File: src/rtl/shiftregister_pkg.sv
// Shared mode and state encodings for the universal shift register.
package shiftregister_pkg;

  localparam int unsigned MODE_W  = 3;
  localparam int unsigned STATE_W = 2;

  localparam logic [MODE_W-1:0] MODE_HOLD = 3'b000;
  localparam logic [MODE_W-1:0] MODE_SHR  = 3'b001;
  localparam logic [MODE_W-1:0] MODE_SHL  = 3'b010;
  localparam logic [MODE_W-1:0] MODE_ROR  = 3'b011;
  localparam logic [MODE_W-1:0] MODE_ROL  = 3'b100;
  localparam logic [MODE_W-1:0] MODE_ASR  = 3'b101;
  localparam logic [MODE_W-1:0] MODE_LOAD = 3'b110;

  typedef enum logic [STATE_W-1:0] {
    ST_IDLE = 2'd0,
    ST_RUN  = 2'd1,
    ST_DONE = 2'd2
  } state_e;

endpackage

File: src/rtl/shiftregister_step.sv
// Combinational next-value function: one shift/rotate/load operation on q.
module shiftregister_step
  import shiftregister_pkg::*;
#(
  parameter int unsigned WIDTH = 6
) (
  input  logic [WIDTH-1:0]  q_i,
  input  logic [MODE_W-1:0] mode_i,
  input  logic              serial_right_i,
  input  logic              serial_left_i,
  input  logic [WIDTH-1:0]  preset_i,
  output logic [WIDTH-1:0]  q_next_o
);

  always_comb begin
    q_next_o = q_i;
    case (mode_i)
      MODE_SHR:  q_next_o = {serial_right_i, q_i[WIDTH-1:1]};
      MODE_SHL:  q_next_o = {q_i[WIDTH-2:0], serial_left_i};
      MODE_ROR:  q_next_o = {q_i[0], q_i[WIDTH-1:1]};
      MODE_ROL:  q_next_o = {q_i[WIDTH-2:0], q_i[WIDTH-1]};
      MODE_ASR:  q_next_o = {q_i[WIDTH-1], q_i[WIDTH-1:1]};
      MODE_LOAD: q_next_o = preset_i;
      default:   q_next_o = q_i;
    endcase
  end

endmodule

File: src/rtl/shiftregister_universal.sv
// Universal shift register with parallel load and a burst sequencer that
// repeats one latched operation burst_count times from a single start pulse.
module shiftregister_universal
  import shiftregister_pkg::*;
#(
  parameter int unsigned WIDTH       = 6,
  parameter int unsigned COUNT_WIDTH = 4
) (
  input  logic                   clockpulse,
  input  logic                   clear,
  input  logic                   enable,
  input  logic [MODE_W-1:0]      mode,
  input  logic                   serial_input_right,
  input  logic                   serial_input_left,
  input  logic                   preset_enable,
  input  logic [WIDTH-1:0]       preset,
  input  logic                   burst_start,
  input  logic [COUNT_WIDTH-1:0] burst_count,
  output logic [WIDTH-1:0]       signal_q,
  output logic [WIDTH-1:0]       signal_q_,
  output logic                   serial_output_right,
  output logic                   serial_output_left,
  output logic                   busy,
  output logic                   done
);

  state_e                 state_q;
  logic [WIDTH-1:0]       q_q, qn_q, q_d, step_q;
  logic [COUNT_WIDTH-1:0] remaining_q;
  logic [MODE_W-1:0]      burst_mode_q, op_mode;
  logic                   busy_q, done_q;

  assign op_mode = (state_q == ST_RUN) ? burst_mode_q : mode;

  shiftregister_step #(.WIDTH(WIDTH)) u_step (
    .q_i            (q_q),
    .mode_i         (op_mode),
    .serial_right_i (serial_input_right),
    .serial_left_i  (serial_input_left),
    .preset_i       (preset),
    .q_next_o       (step_q)
  );

  // Data path priority: load, then burst operation, then a single IDLE operation.
  always_comb begin
    q_d = q_q;
    if (preset_enable) begin
      q_d = preset;
    end else if (state_q == ST_RUN) begin
      q_d = step_q;
    end else if (state_q == ST_IDLE && !burst_start && enable) begin
      q_d = step_q;
    end
  end

  always_ff @(posedge clockpulse) begin
    if (!clear) begin
      q_q          <= '0;
      qn_q         <= '1;
      state_q      <= ST_IDLE;
      remaining_q  <= '0;
      burst_mode_q <= MODE_HOLD;
      busy_q       <= 1'b0;
      done_q       <= 1'b0;
    end else begin
      q_q  <= q_d;
      qn_q <= ~q_d;
      if (preset_enable) begin
        // Load aborts any burst silently.
        state_q     <= ST_IDLE;
        remaining_q <= '0;
        busy_q      <= 1'b0;
        done_q      <= 1'b0;
      end else begin
        case (state_q)
          ST_IDLE: begin
            done_q <= 1'b0;
            if (burst_start) begin
              if (burst_count != '0) begin
                burst_mode_q <= mode;
                remaining_q  <= burst_count;
                state_q      <= ST_RUN;
                busy_q       <= 1'b1;
              end else begin
                state_q <= ST_DONE;
                done_q  <= 1'b1;
              end
            end
          end
          ST_RUN: begin
            remaining_q <= remaining_q - COUNT_WIDTH'(1);
            if (remaining_q == COUNT_WIDTH'(1)) begin
              state_q <= ST_DONE;
              busy_q  <= 1'b0;
              done_q  <= 1'b1;
            end
          end
          ST_DONE: begin
            state_q <= ST_IDLE;
            done_q  <= 1'b0;
          end
          default: begin
            state_q <= ST_IDLE;
            busy_q  <= 1'b0;
            done_q  <= 1'b0;
          end
        endcase
      end
    end
  end

  assign signal_q            = q_q;
  assign signal_q_           = qn_q;
  assign serial_output_right = q_q[0];
  assign serial_output_left  = q_q[WIDTH-1];
  assign busy                = busy_q;
  assign done                = done_q;

endmodule

File: config.mk
export PLATFORM = sky130hd
export DESIGN_NAME = shiftregister_universal
export DESIGN_NICKNAME = d
export VERILOG_FILES = /design/src/rtl/shiftregister_pkg.sv /design/src/rtl/shiftregister_step.sv /design/src/rtl/shiftregister_universal.sv
export SDC_FILE = /design/constraint.sdc
export NUM_CORES = 1
export LEC_CHECK = 0
export BUFFER_PORTS_ARGS = -buffer_cell sky130_fd_sc_hd__buf_2
export CORE_MARGIN = 4
export CORE_UTILIZATION = 34
export DETAILED_ROUTE_END_ITERATION = 7
export PLACE_DENSITY_LB_ADDON = 0.12
export SLEW_MARGIN = 10
export SYNTH_ARGS = -nofsm -noshare
export SYNTH_HDL_FRONTEND = slang
export SYNTH_SLANG_ARGS = --single-unit
File: constraint.sdc
create_clock -name clockpulse -period 4.64 [get_ports clockpulse]
set_clock_uncertainty 0.05 [all_clocks]
set_input_delay 0 -clock clockpulse [delete_from_list [all_inputs] [get_ports clockpulse]]
set_output_delay 0 -clock clockpulse [all_outputs]
set_load 0.02 [all_outputs]
==> results of run 1 <==
[critical path: stages (launching register included)]
cell      delay [ns]
dfxtp_1         0.61
nand2b_1        0.67
mux2_4          0.41
mux2i_4         0.21
o221a_1         0.27
o211a_1         0.21
[synthesized netlist by cell type (all sizes together), types with 2 or more instances]
cell,instances
a31oi,3
dfxtp,23
o2111a,2
nor3b,5
o211ai,8
mux2,4
o211a,2
buf,6
nand2b,4
o22ai,3
nor2b,8
mux2i,8
clkbuf,5
inv,8
o221ai,2
xnor2,2
a21o,2
o21ai,6
a21oi,5
nor4,3
o2111ai,4
nand2,14
nor2,10
o221a,2
ha,2
a211oi,7
nor3,4
[layout by cell type, fill, tap and decap left out, types with 4 or more instances in the layout]
cell type and count:
a21oi_1 5, a211oi_1 7, nor3b_1 4, nor2b_1 8
dfxtp_1 23, mux2i_1 6, o2111ai_1 4, o211ai_1 8
o21ai_0 5, nand2b_1 4, nand2_1 14, nor2_1 10
buf_2 35, inv_1 8
[final cells by class]
cell class	count	area share, %
Tap cell	50	3.65
Sequential cell	23	26.8
Clock inverter	1	0.292
Inverter	8	1.75
Timing Repair Buffer	35	10.2
Clock buffer	3	2.41
Multi-Input combinational cell	129	54.9
[kinds of logic after synthesis]
family                   Yosys count
multiplexers                      12
flip-flops                        23
XOR/XNOR                           2
buffers and inverters             19
adder cells (fa/ha/maj)            2
AO/OA/AOI/OAI                     56
AND/OR/NAND/NOR                   57
[report_power, final]
group	internal, mW	total, mW	switching, mW
Combinational	0.0523	0.126	0.0733
Clock	0.0599	0.124	0.0640
Sequential	0.211	0.224	0.0136
[routing by layer]
metal	global-route usage [%]	share of wire, %
met5	0	0
met3	3.11	5.5
met4	2.57	0.34
met2	21.9	44
met1	22.2	50
[how the worst max path moves through the flow]
stage	slack (ns)	to
final	2.10	flop
after detailed placement	2.14	flop
after global routing	1.86	signal_q_[1]
after floorplan	2.85	flop
after global placement	2.22	flop
after CTS	2.12	flop
==> impl_metrics.py, run 1 <==
metrics = {
    "outcome": {
        "status": "finished clean",
    },
    "synthesis": {
        "synth_top_area_share_pct": 30.9,
        "synth_ff_type": "dfxtp_1",
        "yosys-top-cells-area": "dfxtp_1, mux2i_1, o211ai_1",
        "synth_edf_count": 0,
        "syn_avg_cell_area_um2": 8.72,
        "synth_compound_area_share_pct": 28.7,
        "syn_inst": 171,
        "synth_mux_area_share_pct": 9.73,
        "ys_seq_area_share_pct": 30.9,
        "synth_xor_area_share_pct": 1.17,
        "yosys.area.top_type": "dfxtp_1",
        "yosysWarnings": 0,
        "ys_ff_latch": 23,
        "synth_area_um2": 1490,
        "synthSimpleGateAreaFrac_pct": 21.8,
        "synth_top_family_by_area": "compound AO/OA/AOI/OAI gates",
        "synth_fa_ha_area_share_pct": 1.68,
        "synth_nets": 193,
        "ys_types": 54,
        "synthArstFlopShare_pct": 0,
    },
    "routing": {
        "drc_errors": 0,
        "first_pass_iters": 4,
        "postRouteAntennaNets": 0,
        "avgViaCountPerCell": 5.57,
        "num_vias": 1388,
        "first_iter_violations": 107,
        "wl_per_cell_um": 15.6,
        "routed_wl_mm": 3.88,
    },
    "worst_setup_path": {
        "worstPathMaxFanout": 18,
        "timing.rr.start": "state_q[1]",
        "crit_type": "flop to flop",
        "required_ns": 4.75,
        "crit_path_end_kind": "flop",
        "cp-start-kind": "flop",
        "crit_path_start": "state_q[1]",
        "reg2regPathDepth": 5,
        "ff2ff_setup_slack_ns": 2.10,
        "worstPathArrival_ns": 2.65,
    },
    "finish": {
        "final_core_util_pct": 41.7,
        "area_delta_synth_final_pct": 15.0,
        "nNetsFinal": 222,
        "nFillCells": 427,
        "seqCellArea_um2": 460,
        "num_antenna_cells": 0,
        "finalNonFillerCells": 249,
        "design_area_um2": 1720,
        "drive_gt1_share_pct": 24.6,
        "multi_input_area_um2": 941,
    },
    "global_routing": {
        "antenna_found_initial": 0,
        "grt_pass1_wl_mm": 6.42,
        "grt.overflow.total": 0,
        "first_global_vias": 1270,
        "grt_use_total_pct": 14.7,
        "grt_max_degree": 19,
    },
    "timing": {
        "slew_headroom_pct": 49.5,
        "hold_ws_ns": 0.0138,
        "tns_ns": 0,
        "finalHoldViolCount": 0,
        "setup_ws_ns": 2.10,
        "fmax_ghz": 0.394,
        "rsz0062_at_grt": "false",
        "finalMaxSlewViolations": 0,
        "fin_crit_ns": 2.54,
        "worst_pin_slew_ns": 0.757,
        "final_min_period_over_clock_period_pct": 54.7,
        "setup_viol": 0,
    },
    "hold_path": {
        "hp-class": "input port to flop",
        "hold_path_end": "signal_q_[4]",
        "worstHoldPathCells": 2,
        "worstHoldStart": "clear",
    },
    "floorplan": {
        "start_util_pct": 36.2,
        "fp.dieH_um": 74.2,
        "dieArea_um2": 5510,
        "die_w_um": 74.2,
        "core_area_um2": 4120,
        "rows": 23,
        "num_io_pins": 36,
    },
    "clock_tree": {
        "cts_hold_buf": 0,
        "clk-insertion-delay-late_ns": 0.26,
        "cts_tree": "yes",
        "htreeDepth": 1,
        "clockBufferDepth": 2,
        "cts_buffers": 3,
        "cts_setup_buffers": 0,
        "clk_pin_slew_ns": 0.08,
        "cts_resized": 0,
        "clock-root-buffer": "clkbuf_8",
        "clkSinkCount": 23,
    },
    "placement": {
        "routabilityCongestion": 0.814,
        "post-place-ws_ns": 2.14,
        "placed_cells": 245,
        "dp.final_hpwl_mm": 3.06,
        "io_buffers": 35,
        "dpl-instance-area_um2": 1670,
    },
    "pwr": {
        "power.static_leakage_nw": 0.676,
        "power.density_nw_per_um2": 276,
        "irDropWorstVdd_mv": 0.171,
        "finalPower_mw": 0.474,
    },
    "job": {
        "max_cap_violations": 0,
    },
}
Note: power is estimated with default switching activity, not from simulation.
==> inputs of run 2 (changes only) <==
clock period = 2.7 ns   (was 4.64 ns; I/O delays follow)
==> run 2 against run 1 <==
  * Critical path depth unchanged
  * Via count is 4.5% higher
  * Cell area grew 2.0%
  * Register-to-register slack worse by 1.7 ns
  * Routed wire length is 0.26% higher
  * Non-clock buffer count up 4
  * Global-route usage fell by 0.063 points
  * Largest cell class unchanged
==> impl_metrics.py, run 2 (same netlist as run 1, synthesis figures left out) <==
metrics = {
    "outcome": {
        "status": "finished clean",
    },
    "finish": {
        "multi_input_area_um2": 941,
        "design_area_um2": 1750,
        "drive_gt1_share_pct": 25.1,
        "nNetsFinal": 226,
        "layout.cells.most_common": "buf_2",
        "layout_common_cells": "buf_2, dfxtp_1, nand2_1",
        "seqCellArea_um2": 460,
        "area_delta_synth_final_pct": 17.4,
        "num_antenna_cells": 0,
        "nFillCells": 422,
    },
    "clock_tree": {
        "cts_resized": 0,
        "cts_hold_buf": 2,
        "clock-root-buffer": "clkbuf_8",
        "cts_setup_buffers": 0,
        "htreeDepth": 1,
        "clkSinkCount": 23,
        "clk-insertion-delay-late_ns": 0.27,
        "clk_pin_slew_ns": 0.09,
        "cts_tree": "yes",
        "cts_buffers": 3,
        "clockBufferDepth": 2,
    },
    "hold_path": {
        "worstHoldStart": "burst_start",
        "hp-class": "input port to flop",
    },
    "global_routing": {
        "grt_max_degree": 17,
        "grt_pass1_wl_mm": 6.33,
        "grt_use_total_pct": 14.7,
        "first_global_vias": 1307,
        "antenna_found_initial": 0,
        "grt.overflow.total": 0,
    },
    "pwr": {
        "power.static_leakage_nw": 0.694,
        "power.density_nw_per_um2": 471,
        "irDropWorstVdd_mv": 0.202,
    },
    "timing": {
        "setup_viol": 0,
        "fin_crit_ns": 2.27,
        "final_min_period_over_clock_period_pct": 84.1,
        "finalHoldViolCount": 0,
        "tns_ns": 0,
        "worst_pin_slew_ns": 0.534,
        "fmax_ghz": 0.441,
        "finalMaxSlewViolations": 0,
        "rsz0062_at_grt": "false",
        "slew_headroom_pct": 64.3,
    },
    "worst_setup_path": {
        "crit_type": "flop to flop",
        "worstPathCellList": "nand2b_1 > mux2_4 > mux2i_4 > o221a_1 > o211a_1",
        "timing.rr.start": "state_q[1]",
        "crit_path_end_kind": "flop",
        "worstPathMaxFanout": 15,
        "required_ns": 2.81,
        "cp_num_buf_inv": 0,
        "worstPathArrival_ns": 2.38,
        "crit_path_start": "state_q[1]",
        "crit_family": "flip-flops",
        "slowest_stage": "dfxtp_1",
        "critPathMaxStageDelay_ns": 0.62,
        "cp-start-kind": "flop",
    },
    "floorplan": {
        "fp.dieH_um": 74.2,
        "num_io_pins": 36,
        "start_util_pct": 36.2,
        "rows": 23,
        "dieArea_um2": 5510,
        "core_area_um2": 4120,
        "die_w_um": 74.2,
    },
    "routing": {
        "drc_errors": 0,
        "first_iter_violations": 92,
        "num_vias": 1450,
        "wl_per_cell_um": 15.4,
        "routed_wl_mm": 3.89,
        "avgViaCountPerCell": 5.73,
        "postRouteAntennaNets": 0,
        "first_pass_iters": 4,
    },
    "job": {
        "max_cap_violations": 0,
    },
    "placement": {
        "dpl-instance-area_um2": 1680,
        "dp.final_hpwl_mm": 3.04,
        "io_buffers": 35,
        "routabilityCongestion": 0.822,
    },
}
[run 2: changes by cell type in the layout (fill, tap and decap cells not counted), sizes merged]
cell / before / now
buf: 35 / 37
dlygate4sd3: 0 / 2
[run 2: layout make-up]
cell class,count,share of cell area (%)
Clock inverter,1,0.286
Sequential cell,23,26.3
Timing Repair Buffer,39,12.0
Clock buffer,3,2.36
Inverter,8,1.72
Multi-Input combinational cell,129,53.8
Tap cell,50,3.57
[run 2: path summary, 6_finish.rpt]
| check | to | slack, ns | cells after the start |
|---|---|---|---|
| hold reg to reg | remaining_q[3] | 0.45 | 2 |
| hold / removal | done | 0.03 | 3 |
| setup reg to reg | flop | 0.43 | 5 |
| setup / recovery | flop | 0.43 | 5 |
[run 2: through the flow]
step	setup slack, ns	power [mW]	cells	util, %	hold slack, ns
2_1_floorplan	0.908	0.544	171	-	0.0782
3_3_place_gp	0.525	0.607	247	40.9	0.267
3_5_place_dp	0.455	0.611	247	40.9	0.271
4_1_cts	0.441	0.837	253	42.5	0.0167
5_1_grt	0.274	0.876	253	42.5	0.0537
6_report	0.430	0.824	253	42.5	0.0320
[run 2: power breakdown]
part,internal [mW],switching [mW]
logic,0.0935,0.126
registers,0.362,0.0233
clock network,0.103,0.116
total,0.558,0.265
[run 2: metal layers]
metal	wire, um	global-route usage [%]	vias up	share of wire (%)
met4	21	4.35	0	0.54
li1	-	-	721	-
met5	0	0	-	0
met3	286	3.24	2	7.4
met1	1870	21.1	686	48
met2	1710	21.9	41	44
[run 2: worst reg2reg max path: cells and delay by family (launching register included)]
family	cells	cell delay, ns
muxes	2	0.61
AOI/OAI and AO/OA	2	0.47
and+or+nand+nor	1	0.41
DFF	1	0.62
